### config.mk
export PLATFORM = sky130hd
export DESIGN_NAME = rtc_bus_engine
export DESIGN_NICKNAME = d
export VERILOG_FILES = /design/src/rtl/rtc_bus_pkg.sv /design/src/rtl/rtc_phase_timer.sv /design/src/rtl/rtc_bus_engine.sv
export SDC_FILE = /design/constraint.sdc
export NUM_CORES = 1
export LEC_CHECK = 0
export ABC_AREA = 1
export BUFFER_PORTS_ARGS = -buffer_cell sky130_fd_sc_hd__buf_2
export CAP_MARGIN = 20
export CORE_MARGIN = 1
export CORE_UTILIZATION = 47
export CTS_CLUSTER_DIAMETER = 40
export DETAILED_ROUTE_END_ITERATION = 12
export GPL_ROUTABILITY_DRIVEN = 0
export GPL_TIMING_DRIVEN = 0
export PLACE_DENSITY = 0.74
export RECOVER_POWER = 100
export SLEW_MARGIN = 30
export SYNTH_ARGS = -nofsm -noshare
export SYNTH_HDL_FRONTEND = slang
export SYNTH_SLANG_ARGS = --single-unit
### constraint.sdc
create_clock -name clk -period 1.5 [get_ports clk]
set_input_delay 0.15 -clock clk [delete_from_list [all_inputs] [get_ports clk]]
set_output_delay 0.15 -clock clk [all_outputs]
set_load 0.005 [all_outputs]
### src/rtl/rtc_bus_pkg.sv
// ============================================================================
// Module : rtc_bus_pkg
// Brief  : Shared RTC bus addresses, field indices and bus-engine state encoding.
// Rev    : 1.0  initial release
// ============================================================================
`default_nettype none

package rtc_bus_pkg;

  localparam logic [7:0] c_A_FMT  = 8'h00;
  localparam logic [7:0] c_A_INI  = 8'h02;
  localparam logic [7:0] c_A_SEC  = 8'h21;
  localparam logic [7:0] c_A_MIN  = 8'h22;
  localparam logic [7:0] c_A_HOUR = 8'h23;
  localparam logic [7:0] c_A_DAY  = 8'h24;
  localparam logic [7:0] c_A_MON  = 8'h25;
  localparam logic [7:0] c_A_YEAR = 8'h26;

  typedef enum logic [2:0] {
    F_SEC  = 3'd0,
    F_MIN  = 3'd1,
    F_HOUR = 3'd2,
    F_DAY  = 3'd3,
    F_MON  = 3'd4,
    F_YEAR = 3'd5
  } field_e;

  typedef enum logic [2:0] {
    S_IDLE  = 3'd0,
    S_A_SET = 3'd1,
    S_A_STB = 3'd2,
    S_A_HLD = 3'd3,
    S_D_SET = 3'd4,
    S_D_STB = 3'd5,
    S_D_HLD = 3'd6,
    S_DONE  = 3'd7
  } state_t;

  // Lowest set bit wins, so seconds has the highest priority.
  function automatic field_e lowest_field(input logic [5:0] sel);
    if (sel[0])      lowest_field = F_SEC;
    else if (sel[1]) lowest_field = F_MIN;
    else if (sel[2]) lowest_field = F_HOUR;
    else if (sel[3]) lowest_field = F_DAY;
    else if (sel[4]) lowest_field = F_MON;
    else if (sel[5]) lowest_field = F_YEAR;
    else             lowest_field = F_SEC;
  endfunction

endpackage

`default_nettype wire

### src/rtl/rtc_phase_timer.sv
// ============================================================================
// Module : rtc_phase_timer
// Brief  : Down-counter timing one bus phase of PHASE_CYC clocks.
// Rev    : 1.0  initial release
// ============================================================================
`default_nettype none

module rtc_phase_timer #(
  parameter int PHASE_CYC = 4
) (
  input  logic clk,
  input  logic rst_n,
  input  logic i_load,
  output logic o_last
);

  localparam int c_CNT_W = $clog2(PHASE_CYC + 1);

  logic [c_CNT_W-1:0] r_cnt;

  always_ff @(posedge clk or negedge rst_n) begin
    if (!rst_n) begin
      r_cnt <= '0;
    end else if (i_load) begin
      r_cnt <= c_CNT_W'(PHASE_CYC - 1);
    end else if (r_cnt != '0) begin
      r_cnt <= r_cnt - 1'b1;
    end
  end

  assign o_last = (r_cnt == '0);

endmodule

`default_nettype wire

### src/rtl/rtc_bus_engine.sv
// ============================================================================
// Module : rtc_bus_engine
// Brief  : Runs RTC init/format/write/read requests as multiplexed A/D bus cycles.
// Rev    : 1.0  initial release
// ============================================================================
`default_nettype none

module rtc_bus_engine
  import rtc_bus_pkg::*;
#(
  parameter int         PHASE_CYC = 4,
  parameter logic [7:0] A_FMT     = c_A_FMT,
  parameter logic [7:0] A_INI     = c_A_INI,
  parameter logic [7:0] A_SEC     = c_A_SEC
) (
  input  logic       clk,
  input  logic       reset,
  input  logic       enini,
  input  logic       cfgfmt,
  input  logic       enwrite,
  input  logic       enread,
  input  logic [5:0] sel,
  input  logic [7:0] wdata,
  output logic       busy,
  output logic       done,
  output logic       err,
  output logic [7:0] rsec,
  output logic [7:0] rmin,
  output logic [7:0] rhour,
  output logic [7:0] rday,
  output logic [7:0] rmon,
  output logic [7:0] ryear,
  output logic       cs_n,
  output logic       ad_n,
  output logic       wr_n,
  output logic       rd_n,
  output logic [7:0] ad_o,
  output logic       ad_oe,
  input  logic [7:0] ad_i
);

  state_t     r_state, w_state_nxt;
  logic [7:0] r_addr, r_wdata, r_rdata;
  logic       r_dir;
  field_e     r_field;
  logic       r_armed, r_err;
  logic [7:0] r_sec, r_min, r_hour, r_day, r_mon, r_year;

  logic       w_req_any, w_accept, w_reject, w_load, w_last, w_dir;
  logic [7:0] w_addr;
  field_e     w_sel_field;

  rtc_phase_timer #(
    .PHASE_CYC (PHASE_CYC)
  ) u_timer (
    .clk    (clk),
    .rst_n  (reset),
    .i_load (w_load),
    .o_last (w_last)
  );

  always_comb begin
    w_req_any   = enini | cfgfmt | enwrite | enread;
    w_sel_field = lowest_field(sel);
    w_accept    = 1'b0;
    w_reject    = 1'b0;
    w_load      = 1'b0;
    w_dir       = 1'b0;
    w_state_nxt = r_state;
    if (enini) begin
      w_addr = A_INI;
    end else if (cfgfmt) begin
      w_addr = A_FMT;
    end else begin
      w_addr = A_SEC + 8'(w_sel_field);
      w_dir  = ~enwrite;
    end
    case (r_state)
      S_IDLE: begin
        if (r_armed && w_req_any) begin
          if (enini || cfgfmt || (sel != 6'd0)) begin
            w_accept    = 1'b1;
            w_load      = 1'b1;
            w_state_nxt = S_A_SET;
          end else begin
            w_reject = 1'b1;
          end
        end
      end
      S_A_SET: if (w_last) begin w_state_nxt = S_A_STB; w_load = 1'b1; end
      S_A_STB: if (w_last) begin w_state_nxt = S_A_HLD; w_load = 1'b1; end
      S_A_HLD: if (w_last) begin w_state_nxt = S_D_SET; w_load = 1'b1; end
      S_D_SET: if (w_last) begin w_state_nxt = S_D_STB; w_load = 1'b1; end
      S_D_STB: if (w_last) begin w_state_nxt = S_D_HLD; w_load = 1'b1; end
      S_D_HLD: if (w_last) begin w_state_nxt = S_DONE;  w_load = 1'b1; end
      S_DONE:  w_state_nxt = S_IDLE;
      default: w_state_nxt = S_IDLE;
    endcase
  end

  // Bus pins decode straight from registered state, so reset releases them at once.
  always_comb begin
    cs_n  = 1'b1;
    ad_n  = 1'b1;
    wr_n  = 1'b1;
    rd_n  = 1'b1;
    ad_oe = 1'b0;
    ad_o  = 8'h00;
    busy  = 1'b0;
    done  = 1'b0;
    case (r_state)
      S_A_SET, S_A_STB, S_A_HLD: begin
        cs_n  = 1'b0;
        ad_n  = 1'b0;
        ad_oe = 1'b1;
        ad_o  = r_addr;
        busy  = 1'b1;
        wr_n  = (r_state != S_A_STB);
      end
      S_D_SET, S_D_STB, S_D_HLD: begin
        cs_n = 1'b0;
        busy = 1'b1;
        if (!r_dir) begin
          ad_oe = 1'b1;
          ad_o  = r_wdata;
          wr_n  = (r_state != S_D_STB);
        end else begin
          rd_n  = (r_state != S_D_STB);
        end
      end
      S_DONE:  done = 1'b1;
      default: ;
    endcase
  end

  always_ff @(posedge clk or negedge reset) begin
    if (!reset) begin
      r_state <= S_IDLE;
      r_addr  <= 8'h00;
      r_wdata <= 8'h00;
      r_rdata <= 8'h00;
      r_dir   <= 1'b0;
      r_field <= F_SEC;
      r_armed <= 1'b1;
      r_err   <= 1'b0;
      r_sec   <= 8'h00;
      r_min   <= 8'h00;
      r_hour  <= 8'h00;
      r_day   <= 8'h00;
      r_mon   <= 8'h00;
      r_year  <= 8'h00;
    end else begin
      r_state <= w_state_nxt;
      r_err   <= w_reject;
      if (!w_req_any) begin
        r_armed <= 1'b1;
      end else if (w_accept || w_reject) begin
        r_armed <= 1'b0;
      end
      if (w_accept) begin
        r_addr  <= w_addr;
        r_wdata <= wdata;
        r_dir   <= w_dir;
        r_field <= w_sel_field;
      end
      if ((r_state == S_D_STB) && w_last && r_dir) begin
        r_rdata <= ad_i;
      end
      if ((r_state == S_DONE) && r_dir) begin
        case (r_field)
          F_SEC:   r_sec  <= r_rdata;
          F_MIN:   r_min  <= r_rdata;
          F_HOUR:  r_hour <= r_rdata;
          F_DAY:   r_day  <= r_rdata;
          F_MON:   r_mon  <= r_rdata;
          F_YEAR:  r_year <= r_rdata;
          default: ;
        endcase
      end
    end
  end

  assign err   = r_err;
  assign rsec  = r_sec;
  assign rmin  = r_min;
  assign rhour = r_hour;
  assign rday  = r_day;
  assign rmon  = r_mon;
  assign ryear = r_year;

endmodule

`default_nettype wire

==> flow_summary.toml, run 1 <==
[setup_path]
cp.arrival_ns = 1.78
cp_cell_sequence = "buf_6 -> ha_4 -> inv_4 -> nand3_2 -> nand2_2 -> buf_4 -> nand2_2 -> o211ai_1 -> buf_2"
crit_top_cell = "nand2_2"
critical_path.max_fanout = 4
rrSetupSlack_ns = -0.26
slowest_delay_ns = 0.45
cp-start-kind = "register"
worst-path-buf-inv = 4
slowest_stage = "dfrtp_2"
endpoint_kind = "output port"
worstSetupPathType = "register to output port"
cp_top_family = "buffers and inverters"
worstPathRequired_ns = 1.35

[cells_and_area]
syn_to_final_growth_pct = 37.1
final_common_cell = "nand2_1"
most-common-layout-cells = "nand2_1 (117), dfrtp_1 (79), buf_2 (69)"
drive_gt1_share_pct = 29.5
postLayoutCellArea_sq_mm = 0.00475
antenna_cells = 0
final_core_util_pct = 68.5
fillCellCount = 565
fin_nets = 565

[timing]
fin_setup_tns_ns = -15.76
hold_viol_final = 0
period_share_pct = 129
finalSetupViolations = 84
drv_slew = 0
fin_ws_ns = -0.433
slew_headroom_pct = 58.1
fmax_mhz = 517
whs_ns = 0.0166
min_period_ns = 1.93
tightest_slew_ns = 0.629
rsz0062_at_grt = "yes"
skew_ns = 0.0105

[drt]
num_vias = 3233
drt_first_pass_iters = 5
ant_nets = 0
first_iter_violations = 184
via_per_inst = 5.12
wl_mm = 9.25
wl_per_cell_microns = 14.7
drcViolationCount = 0

[yosys]
netlist_top_cells_area = "dfrtp_1 (58%), nand2_1 (14%), o21ai_0 (8.4%)"
avgSynthCellArea_sq_um = 8.91
syn-num-nets = 424
synthDistinctLibCells = 25
synthCells = 389
synth_top_area_share_pct = 57.7
synth_top_area_cell = "dfrtp_1"
yosys_warnings = 0
syn-cell-area_sq_mm = 0.00347
yosysSeqAreaShare_pct = 58.5
ys_ff_latch = 81

[flow_run]
cap_violations = 0

[power_and_ir_drop]
pwr-share-comb_pct = 42.4
clockPowerShare_pct = 18.4
p_seq_share_pct = 39.2
internal_power_mw = 4.98
swShare_pct = 39.2
power_density_mw_per_mm2 = 1720
irDropWorstVdd_mv = 0.660
switching_power_mw = 3.21
leakagePower_nw = 2.53

[grt]
grt_max_degree = 72
grt_pass1_wl_mm = 14.7
grt_use_total_pct = 25.8
gr-total-overflow = 0
grt_pass1_vias = 3183
grt_antenna_before_repair = 0

[clock_tree]
clock_latency_ns = 0.36
cts_buffers = 9
cts_tree = "yes"
clkTransAtPathRegs_ns = 0.09
clockBufferDepth = 2
root_buffer = "clkbuf_8"
cts_max_level = 3
cts_sinks = 81

[floorplanning]
core_sq_mm = 0.00694
rows = 30
die_h_microns = 87.9
die_x_microns = 87.9
dieArea_sq_mm = 0.00772
io_pins = 92
start_util_pct = 49.9

[outcome]
violations = "negative setup slack"
status = "complete, but fails checks"

[placement]
place_area_sq_mm = 0.00408
dp_hpwl_mm = 5.95
io_buffers = 91

[worst_hold_path]
hold_class = "input pin to register"
kinds of logic (layout without fill, tap and decap cells):
group | after synthesis | after routing | synth area share (%)
flops | 81 | 81 | 58.5
compound gates | 70 | 70 | 10.3
xor+xnor | 2 | 2 | 0.505
fa+ha+maj | 7 | 7 | 2.53
simple gates | 175 | 175 | 21.4
buf+inv | 53 | 199 | 6.46
mux | 1 | 1 | 0.289
power by group through the flow:
stage               Combinational (mW)  Clock (mW)  Sequential, mW
floorplan                         1.53           0            3.17
CTS                               3.35        1.53            3.19
finish                            3.47        1.51            3.22
detailed placement                2.58           0            3.22
global placement                  2.46           0            3.19
global route                      3.82        1.63            3.28
registers in the layout (all words and copies together) (netlist names):
| signal | count |
|---|---|
| r_wdata | 8 |
| ryear | 8 |
| r_rdata | 8 |
| rhour | 8 |
| r_armed | 1 |
| rmon | 8 |
| u_timer.r_cnt | 3 |
| rsec | 8 |
| err | 1 |
| r_dir | 1 |
| r_addr | 5 |
| r_field | 3 |
| rday | 8 |
| r_state | 3 |
| rmin | 8 |
synth_stat cells:
master and number:
inv_1 42, a21oi_1 9, o211ai_1 2, nor2_2 1, nand3b_1 1, buf_4 2
or2_2 1, nand4_1 11, nor2_1 18, nand2_1 125, nor3_1 1, dfrtp_1 80
nand2_2 2, dfstp_2 1, buf_6 1, nand2_4 1, mux2i_1 1, ha_1 7
nor3_4 1, nor2_4 1, xor2_1 2, buf_2 8, o21bai_1 1, o21ai_0 58
nand3_1 12
timing repair:
item	CTS	global route
setup buffers	23	1
pin swaps	13	7
hold endpoints to repair	91	0
hold buffers	11	0
resized for setup	54	26
setup endpoints to repair	92	95
gates cloned	2	1
layer usage:
metal,vias to the layer above,global-route usage [%],wire [microns]
met3,19,5.09,528
met5,-,0,0
met2,120,42.2,4740
met1,1566,32.3,3760
met4,0,14.2,217
li1,1528,-,-
per-stage QoR:
stage,power (mW),setup WS (ns),std cells
floorplan,4.70,0.00389,389
global placement,5.65,-0.312,576
detailed placement,5.80,-0.324,577
CTS,8.07,-0.392,629
global route,8.73,-0.498,631
finish,8.20,-0.433,631
cell type report:
class	instances	area, sq um	area share (%)
clock buffers	10	138	2.89
well taps	96	120	2.53
repair buffers	130	800	16.8
clock inverters	6	48.8	1.03
inverters	42	173	3.63
flip-flops and latches	81	2030	42.7
multi-input cells	255	1340	28.2
plain buffers	11	104	2.18
tightest hold or removal path, cell delays in order:
cell	delay [ns]
buf_2	0.08
nand2_1	0.05
o21ai_0	0.07
worst paths after layout:
path,start,endpoint,cells after the start
worst max-delay path,r_state[0],wr_n,9
worst max register to register,r_state[0],rmon[4],9
min in group asynchronous,reset,r_addr[0],2
worst min register to register,r_wdata[7],r_wdata[7],2
worst min-delay path,ad_i[4],r_rdata[4],3
max in group asynchronous,reset,u_timer.r_cnt[1],3
No activity file was read; power rests on OpenSTA's default activity.
==> inputs of run 2 (changes only) <==
--- a/config.mk
+++ b/config.mk
@@ -9,12 +9,12 @@
 export BUFFER_PORTS_ARGS = -buffer_cell sky130_fd_sc_hd__buf_2
 export CAP_MARGIN = 20
 export CORE_MARGIN = 1
-export CORE_UTILIZATION = 47
+export CORE_UTILIZATION = 52
 export CTS_CLUSTER_DIAMETER = 40
 export DETAILED_ROUTE_END_ITERATION = 12
 export GPL_ROUTABILITY_DRIVEN = 0
 export GPL_TIMING_DRIVEN = 0
-export PLACE_DENSITY = 0.74
+export PLACE_DENSITY = 0.78
 export RECOVER_POWER = 100
 export SLEW_MARGIN = 30
 export SYNTH_ARGS = -nofsm -noshare
==> constraint.sdc (replaced) <==
create_clock -name clk -period 1.9 [get_ports clk]
set_input_delay 0.19 -clock clk [delete_from_list [all_inputs] [get_ports clk]]
set_output_delay 0.19 -clock clk [all_outputs]
set_load 0.005 [all_outputs]
==> run 2 against run 1 <==
  * Wire length shrank 14%
  * Clock-buffer cell count grew 1
  * Final area shrank 8.1%
  * Hold slack gained 0.017 ns
  * Largest cell class unchanged
  * Setup slack gained 0.42 ns
  * Critical path type unchanged
  * The flow still finishes with violations (negative setup slack)
  * Critical endpoint is now ad_o[3]
==> flow_summary.toml, run 2 (synthesis results as in run 1) <==
[power_and_ir_drop]
internal_power_mw = 3.70
swShare_pct = 38.4
pwr-share-comb_pct = 38.8
leakagePower_nw = 2.36
clockPowerShare_pct = 19.0
irDropWorstVdd_mv = 0.809
switching_power_mw = 2.31
power_density_mw_per_mm2 = 1380
p_seq_share_pct = 42.2

[cells_and_area]
final_common_cell = "nand2_1"
fin_nets = 533
syn_to_final_growth_pct = 26.1
layout.cells.non_filler = 580
postLayoutCellArea_sq_mm = 0.00437
most-common-layout-cells = "nand2_1 (119), buf_2 (82), dfrtp_1 (78)"
antenna_cells = 0
drive_gt1_share_pct = 27.6

[worst_hold_path]
min_to = "r_wdata[1]"
whs_path_depth = 3
hold_class = "input pin to register"
hold_start = "wdata[1]"

[clock_tree]
cts_max_level = 3
clkTransAtPathRegs_ns = 0.08
clock_latency_ns = 0.35
cts_buffers = 9
cts_tree = "yes"
clockBufferDepth = 2
root_buffer = "clkbuf_8"
cts_sinks = 81

[grt]
gr-total-overflow = 0
global_route.usage.met1_pct = 34.0
grt_use_total_pct = 24.4
grt_pass1_wl_mm = 13.4
grt_antenna_before_repair = 0
grtUsageMet2_pct = 39.2
grt_pass1_vias = 2747
gr-max-usage-layer = "met2"
grtUsageMet3_pct = 5.04
grt_max_degree = 42

[placement]
io_buffers = 91
dp_hpwl_mm = 5.58
dp_cells = 558
place_area_sq_mm = 0.00404

[outcome]
status = "complete, but fails checks"
violations = "negative setup slack"

[timing]
period_share_pct = 101
fmax_mhz = 522
hold_viol_final = 0
whs_ns = 0.0339
skew_ns = 0.00848
rsz0062_at_grt = "yes"
finalSetupViolations = 5
tightest_slew_ns = 1.01
drv_slew = 0
slew_headroom_pct = 32.6
fin_ws_ns = -0.0152
min_period_ns = 1.92

[flow_run]
cap_violations = 0

[setup_path]
worstSetupPathType = "register to output port"
cp_cell_sequence = "inv_4 -> ha_4 -> inv_4 -> nand3_2 -> nand2_2 -> inv_2 -> nand2_4 -> inv_8 -> nand2_2 -> o21ai_1 -> buf_2"
slowest_delay_ns = 0.49
critical_path.max_fanout = 8
rr_endpoint = "rmin[5]"
reg2reg_from = "r_state[0]"
rrSetupSlack_ns = 0.13
slowest_stage = "dfrtp_2"
worstPathRequired_ns = 1.71
endpoint_kind = "output port"
cp.arrival_ns = 1.73
cp_top_family = "flip-flops"
cp-start-kind = "register"
worst-path-buf-inv = 5
rr_worst_depth = 7

[floorplanning]
die_h_microns = 83.7
rows = 29
io_pins = 92
start_util_pct = 54.3
die_x_microns = 83.7
dieArea_sq_mm = 0.00700
core_sq_mm = 0.00639

[drt]
drcViolationCount = 0
num_vias = 2926
wl_mm = 7.98
via_per_inst = 5.04
drt_first_pass_iters = 4
ant_nets = 0
wl_per_cell_microns = 13.8
first_iter_violations = 227
==> run 2: cell types whose count changed in the layout (fill, tap and decap cells not counted), sizes merged <==
cell and delta:
buf -15, clkbuf -6, clkinv +1, clkinvlp +1, dlygate4sd3 -10, inv -3
==> run 2: power groups by stage <==
stage / combinational [mW] / clock, mW / sequential (mW)
floorplan: 1.19 / 0 / 2.50
global placement: 1.93 / 0 / 2.51
detailed placement: 2.01 / 0 / 2.53
CTS: 2.22 / 1.17 / 2.52
global route: 2.62 / 1.25 / 2.60
finish: 2.34 / 1.14 / 2.54
==> run 2: worst max path at each step <==
| stage | end | slack, ns | startpoint | cells after the start |
|---|---|---|---|---|
| floorplan | r_state[0] | 0.32 | r_state[0] | 10 |
| global placement | r_state[2] | 0.08 | r_state[0] | 10 |
| detailed placement | r_state[2] | 0.005 | r_state[0] | 10 |
| CTS | wr_n | -0.03 | r_state[0] | 7 |
| global route | ad_o[3] | -0.1 | r_state[0] | 11 |
| finish | ad_o[3] | -0.02 | r_state[0] | 11 |
==> run 2: area by class of cell <==
cell class / count / area (sq um)
buffer: 11 / 66.3
clock buffer: 11 / 141
clock inverter: 5 / 40.0
fill: 535 / 2010
inverter: 42 / 181
multi-input combinational: 255 / 1310
sequential: 81 / 2030
tap: 77 / 96.3
timing repair buffer: 98 / 503
==> run 2: timing repair <==
action	CTS	global route
pin swaps	4	3
hold endpoints to repair	40	0
gates resized for setup	27	16
hold buffers	1	0
setup endpoints to repair	15	20
buffers inserted	3	2
==> run 2: per-stage QoR <==
step | util (%) | TNS [ns] | setup WS, ns | power [mW]
3_5_place_dp | 63.3 | 0 | 0.00465 | 4.54
2_1_floorplan | - | 0 | 0.321 | 3.69
3_3_place_gp | 62.9 | 0 | 0.0843 | 4.43
6_report | 68.5 | -0.0390 | -0.0152 | 6.02
5_1_grt | 68.5 | -0.806 | -0.0963 | 6.47
4_1_cts | 67.8 | -0.136 | -0.0346 | 5.92
==> run 2: routing by layer <==
metal  wire length [microns]  up-vias
met5                       0        -
met4                      66        0
met3                     474        5
met2                    3960       88
met1                    3480     1369
li1                        -     1464
==> run 2: worst min-delay path, stage by stage <==
cell     delay, ns
buf_2         0.07
nand2_1       0.04
nand2_1       0.04
